<file path="src/rtl/power_on_reset_gen.sv">
// power_on_reset_gen: holds a registered active-high reset for RST_CYCLES clocks after configuration or a request
module power_on_reset_gen #(
  parameter int RST_CYCLES = 16
) (
  input  logic clk_i,
  input  logic rst_i,
  output logic rst_o = 1'b1,
  output logic rst_n_o = 1'b0
);
  localparam int CNT_W = $clog2(RST_CYCLES + 1);
  localparam logic [CNT_W-1:0] MAX = CNT_W'(RST_CYCLES);
  logic [CNT_W-1:0] cnt = '0;
  logic [CNT_W-1:0] nxt;
  assign nxt = cnt + 1'b1;
  // counter saturates at MAX so the reset never re-asserts on its own
  always_ff @(posedge clk_i)
    if (rst_i) begin
      cnt     <= '0;
      rst_o   <= 1'b1;
      rst_n_o <= 1'b0;
    end else if (cnt != MAX) begin
      cnt     <= nxt;
      rst_o   <= nxt != MAX;
      rst_n_o <= nxt == MAX;
    end else begin
      rst_o   <= 1'b0;
      rst_n_o <= 1'b1;
    end
endmodule

</file>
<file path="config.mk">
export PLATFORM = sky130hd
export DESIGN_NAME = power_on_reset_gen
export DESIGN_NICKNAME = d
export VERILOG_FILES = /design/src/rtl/power_on_reset_gen.sv
export SDC_FILE = /design/constraint.sdc
export NUM_CORES = 1
export LEC_CHECK = 0
export BUFFER_PORTS_ARGS = -buffer_cell sky130_fd_sc_hd__buf_2
export CORE_AREA = 2 2 39 41
export CTS_CLUSTER_SIZE = 14
export DETAILED_ROUTE_END_ITERATION = 7
export DIE_AREA = 0 0 41 43
export PLACE_DENSITY = 0.5
export SLEW_MARGIN = 20
export SYNTH_ARGS = -nofsm -noshare
export SYNTH_HDL_FRONTEND = slang
export SYNTH_SLANG_ARGS = --single-unit
export TNS_END_PERCENT = 30
</file>
<file path="constraint.sdc">
create_clock -name clk_i -period 1.2 [get_ports clk_i]
set_input_delay 0.18 -clock clk_i [delete_from_list [all_inputs] [get_ports clk_i]]
set_output_delay 0.18 -clock clk_i [all_outputs]
set_load 0.03 [all_outputs]
</file>
==> results of run 1 <==
==> worst min path at each step <==
stage | from | to | slack, ns | depth (start not counted)
after floorplan | rst_i | cnt[0] | 0.24 | 1
after global placement | rst_i | cnt[0] | 0.44 | 2
after detailed placement | rst_i | cnt[0] | 0.44 | 2
after CTS | rst_i | cnt[0] | 0.18 | 2
after global routing | rst_i | cnt[0] | 0.18 | 2
final | rst_i | cnt[0] | 0.18 | 2
==> critical path, stage by stage, from the launching register on <==
cell and delay, ns:
dfxtp_4 0.36, inv_2 0.06, ha_1 0.13, and4bb_4 0.28
nor2_2 0.06, a211o_1 0.24
==> layout make-up <==
| class | instances | area (µm²) | area share |
|---|---|---|---|
| Multi-Input combinational cell | 23 | 189 | 0.427 |
| Sequential cell | 7 | 148 | 0.333 |
| Tap cell | 16 | 20.0 | 0.0452 |
| Timing Repair Buffer | 8 | 52.6 | 0.119 |
| Clock buffer | 4 | 26.3 | 0.0593 |
| Inverter | 2 | 7.51 | 0.0169 |
==> placed cells by master, fill, tap and decap left out, types with 2 or more instances in the layout <==
| cell type | instances |
|---|---|
| dfxtp_1 | 5 |
| ha_1 | 2 |
| inv_2 | 2 |
| nor2_1 | 4 |
| xor2_1 | 2 |
| nand3_1 | 2 |
| buf_2 | 3 |
| clkbuf_4 | 3 |
| xnor2_1 | 2 |
| dfxtp_4 | 2 |
| buf_4 | 5 |
==> flip-flops by register name, summed over array words and instances, names as in the netlist <==
name     flops
cnt          5
rst_n_o      1
rst_o        1
==> logic make-up (layout without fill, tap and decap cells) <==
family	Yosys count	count (layout)	synth area share
buffers and inverters	2	14	0.0229
and+or+nand+nor	11	11	0.206
adders and majority gates	3	3	0.115
muxes	1	1	0.0305
DFF	7	7	0.427
AOI/OAI and AO/OA	4	4	0.0916
xor gates and xnor gates	4	4	0.107
==> where the power goes <==
part | internal, mW | total (mW) | switching [mW] | leakage (nW)
combinational | 0.0341 | 0.0579 | 0.0237 | 0.102
sequential | 0.242 | 0.258 | 0.0153 | 0.0582
clock | 0.127 | 0.212 | 0.0855 | 0.0150
total | 0.403 | 0.528 | 0.125 | 0.175
==> per-layer routing <==
layer,up-vias,track usage
met5,-,0
met4,0,0.100
met3,5,0.0471
met2,6,0.106
met1,115,0.117
li1,136,-
==> through the flow <==
step / std cells / setup WS [ns] / hold WS (ns) / setup TNS, ns / power, mW
4_1_cts: 59 / -0.0366 / 0.176 / -0.0366 / 0.535
6_report: 60 / -0.0374 / 0.177 / -0.0374 / 0.528
3_5_place_dp: 55 / -0.0263 / 0.443 / -0.0263 / 0.316
2_1_floorplan: 32 / 0.0170 / 0.245 / 0 / 0.290
3_3_place_gp: 55 / -0.0175 / 0.438 / -0.0175 / 0.318
5_1_grt: 60 / -0.0794 / 0.180 / -0.152 / 0.567
==> timing repair <==
item / CTS / global route
setup endpoints to repair: 1 / 4
hold endpoints to repair: 0 / 0
gates resized for setup: 0 / 3
setup buffers: 0 / 1
==> impl_metrics.json, run 1 <==
{
  "grt_setup_unrepaired": "yes",
  "grt_pass1_wl_um": 1010,
  "rows": 14,
  "ant_nets": 0,
  "synth_nets": 37,
  "antenna_found_initial": 0,
  "core_mm2": 0.00138,
  "h-tree-depth": 1,
  "vias": 262,
  "rr_startpoint": "cnt[0]",
  "period_share": 1.03,
  "powerDensity_mw_per_mm2": 1190,
  "r2r_slack_ns": -0.04,
  "fillers": 152,
  "ctsHoldBuffers": 0,
  "seq_area_frac_synth": 0.427,
  "nNetsFinal": 50,
  "clock_skew_ns": 0.000993,
  "async_flop_share": 0,
  "place_area_um2": 404,
  "clkLatencyLatePin_ns": 0.25,
  "met3WireLength_um": 38,
  "ys_ff_latch": 7,
  "crit_fanout": 5,
  "cts.sinks": 7,
  "portBuffers": 3,
  "die_h_um": 43,
  "synth_ff_type": "dfxtp_1",
  "yosysTopAreaCellShare": 0.427,
  "fin_area_um2": 443,
  "highest_layer": "met4",
  "crit_arrival_ns": 1.38,
  "max-cap-violations": 0,
  "endpoint": "rst_o",
  "synth_cell_types": 17,
  "critPathCaptureType": "flip-flop",
  "critPathLaunch": "cnt[0]",
  "synth.area.top_cells": "dfxtp_1 (43%), ha_1 (11%), xnor2_1 (5.3%)",
  "die_area_mm2": 0.00176,
  "totalWireLength_um": 627,
  "wl_met1_um": 266,
  "pin_count": 4,
  "finalSetupViolations": 1,
  "violations": "negative setup slack",
  "required_ns": 1.34,
  "synth_edf_count": 0,
  "peakVddDrop_v": 0.000564,
  "place_congestion": 0.699,
  "worstSetupPathType": "reg -> reg",
  "yosysWarnings": 0,
  "finalCriticalPeriod_ns": 1.24,
  "grt_max_degree": 8,
  "start_util": 0.237,
  "drc": 0,
  "finalHoldViolations": 0,
  "grt.total_usage": 0.0946,
  "drt-wirelength-per-cell_um": 10.5,
  "clockBufferDepth": 2,
  "cts_tree": "built",
  "power_leakage_nw": 0.175,
  "dp_hpwl_um": 443,
  "cts_root_buf": "clkbuf_4",
  "yosysTopAreaCell": "dfxtp_1",
  "start_kind": "flip-flop",
  "cts_made_buffers": 3,
  "setup_slack_ns": -0.0374,
  "worstMarginPinSlew_ns": 0.260,
  "worst_hold_path_type": "in -> reg",
  "drive_above_1_share": 0.432,
  "wl_met2_um": 297,
  "synth_commonest_cells": "dfxtp_1 (7), nor2_1 (4), ha_1 (3)",
  "syn_inst": 32,
  "insertedDiodeCount": 0,
  "path_clk_slew_ns": 0.05,
  "status": "finished with violations",
  "slew_viol_final": 0,
  "grt_pass1_vias": 234,
  "area_growth_pct": 35.1,
  "overflow": 0,
  "synth_most_common_cell": "dfxtp_1",
  "synthesis.area_um2": 328,
  "max_slew_margin": 0.826,
  "first_iter_violations": 4,
  "avgSynthCellArea_um2": 10.2,
  "timing.rr.end": "rst_o",
  "postLayoutCoreUtil": 0.320,
  "max_freq_mhz": 808,
  "first_pass_iters": 2,
  "via_per_inst": 4.37,
  "die_x_um": 41,
  "reg2reg_depth": 5
}
Note: power is estimated with default switching activity, not from simulation.
==> run 2, diff against run 1 <==
--- a/config.mk
+++ b/config.mk
@@ -10,7 +10,7 @@
 export CTS_CLUSTER_SIZE = 14
 export DETAILED_ROUTE_END_ITERATION = 7
 export DIE_AREA = 0 0 41 43
-export PLACE_DENSITY = 0.5
+export PLACE_DENSITY = 0.44
 export SLEW_MARGIN = 20
 export SYNTH_ARGS = -nofsm -noshare
 export SYNTH_HDL_FRONTEND = slang
==> run 2 against run 1 <==
Compared with the run above: the flow still finishes with violations (negative setup slack); global-route usage is 0.91 points higher; first-iteration DRC count stayed put; utilization is 3.2 points higher; via count is 3.4% higher; clock skew hardly changed; largest power group unchanged; hold slack better by 0.013 ns; largest cell class unchanged; final area is 9.9% higher; clock power is 2% higher.
==> impl_metrics.json, run 2 (synthesis results as in run 1) <==
{
  "cts_tree": "built",
  "crit_fanout": 6,
  "path_cells": "ha_2, nor4b_4, nor2_2, a211o_1",
  "cpLargestDelayFamily": "flip-flops",
  "crit_arrival_ns": 1.41,
  "finalSetupViolations": 1,
  "violations": "negative setup slack",
  "grt_pass1_wl_um": 1130,
  "totalWireLength_um": 695,
  "core_mm2": 0.00138,
  "cp_num_buf_inv": 0,
  "finalHoldViolations": 0,
  "path_clk_slew_ns": 0.05,
  "cts_root_buf": "clkbuf_4",
  "layout_commonest_cell": "buf_4",
  "first_iter_violations": 4,
  "slowest_stage": "dfxtp_4",
  "critPathCaptureType": "flip-flop",
  "ctsHoldBuffers": 0,
  "placed_cells": 54,
  "die_area_mm2": 0.00176,
  "via_per_inst": 4.44,
  "max_freq_mhz": 786,
  "first_pass_iters": 4,
  "worstMarginPinSlew_ns": 0.282,
  "top_regs": "cnt x5, rst_n_o x1, rst_o x1",
  "die_h_um": 43,
  "drt-wirelength-per-cell_um": 11.4,
  "rows": 14,
  "pin_count": 4,
  "power_leakage_nw": 0.192,
  "peakVddDrop_v": 0.000378,
  "grt_setup_unrepaired": "yes",
  "status": "finished with violations",
  "grt.total_usage": 0.104,
  "regMostFlops": "cnt",
  "h-tree-depth": 1,
  "cts_made_buffers": 3,
  "max-cap-violations": 0,
  "instances_no_fill": 61,
  "cts.sinks": 7,
  "period_share": 1.06,
  "clkLatencyLatePin_ns": 0.25,
  "clock_skew_ns": 0.00136,
  "dp_hpwl_um": 438,
  "drc": 0,
  "place_congestion": 0.627,
  "setup_slack_ns": -0.0724,
  "powerDensity_mw_per_mm2": 1120,
  "max_slew_margin": 0.812,
  "area_growth_pct": 48.5,
  "holdWs_ns": 0.190,
  "slew_viol_final": 0,
  "overflow": 0,
  "clockBufferDepth": 2,
  "required_ns": 1.34,
  "drive_above_1_share": 0.511,
  "finalCriticalPeriod_ns": 1.27,
  "worstSetupPathType": "reg -> reg",
  "portBuffers": 3,
  "vias": 271,
  "die_x_um": 41,
  "final_cell_mix": "buf_4 (6), dfxtp_1 (5), nor2_1 (4), clkbuf_4 (3), buf_2 (3)",
  "grt_max_degree": 8,
  "ant_nets": 0,
  "slowest_delay_ns": 0.36,
  "nNetsFinal": 51,
  "largest_reg_flops": 5,
  "antenna_found_initial": 0,
  "worst_hold_path_type": "in -> reg",
  "start_util": 0.237,
  "insertedDiodeCount": 0,
  "start_kind": "flip-flop",
  "grt_pass1_vias": 272
}
-- run 2: metrics by stage --
step	util	setup TNS (ns)	total power, mW	setup slack, ns	instance area [µm²]
finish	0.352	-0.0724	0.545	-0.0724	487
global route	0.352	-0.290	0.587	-0.121	487
CTS	0.331	-0.0727	0.541	-0.0562	458
detailed placement	0.287	-0.0621	0.314	-0.0621	397
global placement	0.287	-0.0416	0.312	-0.0416	397
floorplan	-	0	0.290	0.0170	339
-- run 2: worst paths after layout --
check | startpoint | end | slack (ns) | depth (start not counted)
worst min register to register | cnt[4] | cnt[4] | 0.61 | 2
worst min-delay path | rst_i | cnt[1] | 0.19 | 2
worst max register to register | cnt[1] | rst_o | -0.07 | 4
worst max-delay path | cnt[1] | rst_o | -0.07 | 4
-- run 2: worst reg2reg max path: cells and delay by family, from the launching register on --
family	cells	cell delay, ns
adder cells (fa/ha/maj)	1	0.22
AO/OA/AOI/OAI	1	0.29
AND/OR/NAND/NOR	2	0.29
flip-flops	1	0.36
-- run 2: timing repair --
item,CTS,global route
resized for setup,3,6
pin swaps,0,1
gates cloned,0,0
setup endpoints to repair,2,6
setup buffers,3,0
-- run 2: layout make-up --
cell class                 count  area (µm²)
multi-input combinational     23         223
sequential                     7         148
clock buffer                   4        26.3
timing repair buffer           9        60.1
tap                           16        20.0
fill                         140         897
inverter                       2        10.0
-- run 2: layer usage --
layer | vias to the layer above | GRT usage | wire, µm
met5 | - | 0 | 0
met4 | 0 | 0.0400 | 4
met3 | 2 | 0.0785 | 43
met2 | 6 | 0.153 | 383
met1 | 125 | 0.107 | 264
li1 | 138 | - | -
-- run 2: where the power goes --
part / switching, mW / internal (mW)
clock network: 0.0894 / 0.127
registers: 0.0168 / 0.242
logic: 0.0298 / 0.0392
total: 0.136 / 0.408
==> run 3, diff against run 2 <==
--- a/config.mk
+++ b/config.mk
@@ -7,10 +7,10 @@
 export LEC_CHECK = 0
 export BUFFER_PORTS_ARGS = -buffer_cell sky130_fd_sc_hd__buf_2
 export CORE_AREA = 2 2 39 41
-export CTS_CLUSTER_SIZE = 14
+export CTS_CLUSTER_SIZE = 12
 export DETAILED_ROUTE_END_ITERATION = 7
 export DIE_AREA = 0 0 41 43
-export PLACE_DENSITY = 0.44
+export PLACE_DENSITY = 0.42
 export SLEW_MARGIN = 20
 export SYNTH_ARGS = -nofsm -noshare
 export SYNTH_HDL_FRONTEND = slang
==> constraint.sdc (replaced) <==
create_clock -name clk_i -period 1.6 [get_ports clk_i]
set_input_delay 0.24 -clock clk_i [delete_from_list [all_inputs] [get_ports clk_i]]
set_output_delay 0.24 -clock clk_i [all_outputs]
set_load 0.03 [all_outputs]
==> run 3 against run 2 <==
Compared with the run above: the flow now finishes without violations; fmax down 8.2%; final cell count shrank 9.8%; routed wire length decreased by 16%; critical path depth unchanged; utilization shrank 7.1 points; final area down 20%; via count shrank 5.2%; hold slack gained 0.060 ns; first-iteration DRC count grew 130%; setup slack better by 0.29 ns; largest cell class unchanged; largest power group unchanged; highest routed layer unchanged.
==> impl_metrics.json, run 3 (synthesis results as in run 1) <==
{
  "status": "complete, no violations",
  "p_sw_frac": 0.244,
  "r2r_slack_ns": 0.21,
  "setup_tns_ns": 0,
  "cts.sinks": 7,
  "holdPathEnd": "cnt[1]",
  "h-tree-depth": 1,
  "grt_pass1_vias": 253,
  "first_pass_iters": 3,
  "grt_pass1_wl_um": 1100,
  "regArea_um2": 140,
  "crit_cells": 4,
  "start_kind": "flip-flop",
  "slowest_delay_ns": 0.35,
  "power.switching_uw": 93.6,
  "totalWireLength_um": 584,
  "cpLargestDelayFamily": "simple AND/OR/NAND/NOR gates",
  "post-cts-setup-buffer-count": 0,
  "die_x_um": 41,
  "ctsResizeCount": 0,
  "top_regs": "cnt x5, rst_n_o x1, rst_o x1",
  "finalHoldViolations": 0,
  "first_iter_violations": 9,
  "ant_nets": 0,
  "instances_no_fill": 55,
  "clock_skew_ns": 0.00309,
  "cts_root_buf": "clkbuf_4",
  "drive_above_1_share": 0.205,
  "powerDensity_mw_per_mm2": 986,
  "drt-wirelength-per-cell_um": 10.6,
  "slew_viol_final": 0,
  "min_from": "rst_i",
  "antenna_found_initial": 0,
  "dp_hpwl_um": 435,
  "placed_cells": 51,
  "grt_setup_unrepaired": "no",
  "grt_max_degree": 8,
  "seq_power_share": 0.500,
  "crit_fanout": 6,
  "clkPwrFrac": 0.425,
  "path_clk_slew_ns": 0.05,
  "timing.rr.end": "rst_o",
  "max_slew_margin": 0.770,
  "path_cells": "ha_1, nor4b_1, nor2_2, a211o_1",
  "drc": 0,
  "cp_num_buf_inv": 0,
  "largest_reg_flops": 5,
  "insertedDiodeCount": 0,
  "slowest_stage": "dfxtp_1",
  "pin_count": 4,
  "core_mm2": 0.00138,
  "p_comb_frac": 0.075,
  "finalSetupViolations": 0,
  "portBuffers": 3,
  "die_area_mm2": 0.00176,
  "regMostFlops": "cnt",
  "power.internal_uw": 290,
  "reg2reg_depth": 4,
  "max_freq_mhz": 721,
  "die_h_um": 43,
  "worstMarginPinSlew_ns": 0.341,
  "cts_made_buffers": 3,
  "rr_startpoint": "cnt[0]",
  "power_leakage_nw": 0.150,
  "min_path_cells": 2,
  "overflow": 0,
  "nNetsFinal": 45,
  "ctsHoldBuffers": 0,
  "rows": 14,
  "period_share": 0.867,
  "vias": 257,
  "multi_input_area_um2": 180,
  "critPathCaptureType": "flip-flop",
  "layout_commonest_cell": "dfxtp_1",
  "peakVddDrop_v": 0.000412,
  "max-cap-violations": 0,
  "place_congestion": 0.613,
  "clockBufferDepth": 2,
  "finalCriticalPeriod_ns": 1.39,
  "clkLatencyLatePin_ns": 0.25,
  "area_growth_pct": 18.7,
  "crit_arrival_ns": 1.53,
  "cts_tree": "built",
  "final_cell_mix": "dfxtp_1 (7), nor2_1 (4), ha_1 (3), clkbuf_4 (3), buf_2 (3)",
  "start_util": 0.237,
  "worst_hold_path_type": "in -> reg",
  "grt.total_usage": 0.0986,
  "required_ns": 1.74,
  "via_per_inst": 4.67,
  "fillers": 153,
  "worstSetupPathType": "reg -> reg"
}
[run 3: cell count changes in the layout (fill, tap and decap cells not counted), moves of 2 or more]
cell     before  now
buf_4         6    0
dfxtp_1       5    7
dfxtp_4       2    0
ha_1          1    3
inv_1         0    2
[run 3: power groups by stage]
| stage | clock (mW) | combinational (mW) | sequential, mW |
|---|---|---|---|
| 2_1_floorplan | 0 | 0.0210 | 0.193 |
| 3_3_place_gp | 0 | 0.0280 | 0.195 |
| 3_5_place_dp | 0 | 0.0287 | 0.195 |
| 4_1_cts | 0.167 | 0.0292 | 0.192 |
| 5_1_grt | 0.180 | 0.0342 | 0.193 |
| 6_report | 0.163 | 0.0287 | 0.192 |
[run 3: per-layer routing]
metal  track usage  share of wire  up-vias  routed length, µm
met3        0.0471          0.060        5                 35
met4        0.0800          0.036        0                 21
met1         0.120           0.45      118                261
li1              -              -      127                  -
met5             0              0        -                  0
met2         0.125           0.45        7                265
[run 3: worst max-delay path by stage]
stage | slack [ns] | from | endpoint
6_report | 0.21 | cnt[0] | rst_o
5_1_grt | 0.09 | cnt[0] | rst_o
4_1_cts | 0.22 | cnt[0] | rst_o
3_5_place_dp | 0.24 | cnt[0] | rst_o
3_3_place_gp | 0.26 | cnt[0] | rst_o
2_1_floorplan | 0.31 | cnt[0] | rst_o
[run 3: layout make-up]
type | count | share of cell area
timing repair buffer | 3 | 0.0386
clock buffer | 4 | 0.0675
tap | 16 | 0.0514
multi-input combinational | 23 | 0.463
sequential | 7 | 0.360
inverter | 2 | 0.0193
[run 3: metrics by stage]
step | power (mW) | cell area [µm²] | worst slack (ns) | util | hold slack [ns]
after floorplan | 0.214 | 328 | 0.305 | - | 0.312
after global placement | 0.223 | 363 | 0.260 | 0.262 | 0.508
after detailed placement | 0.224 | 363 | 0.235 | 0.262 | 0.510
after CTS | 0.388 | 389 | 0.220 | 0.281 | 0.245
after global routing | 0.407 | 389 | 0.0895 | 0.281 | 0.266
final | 0.384 | 389 | 0.214 | 0.281 | 0.250
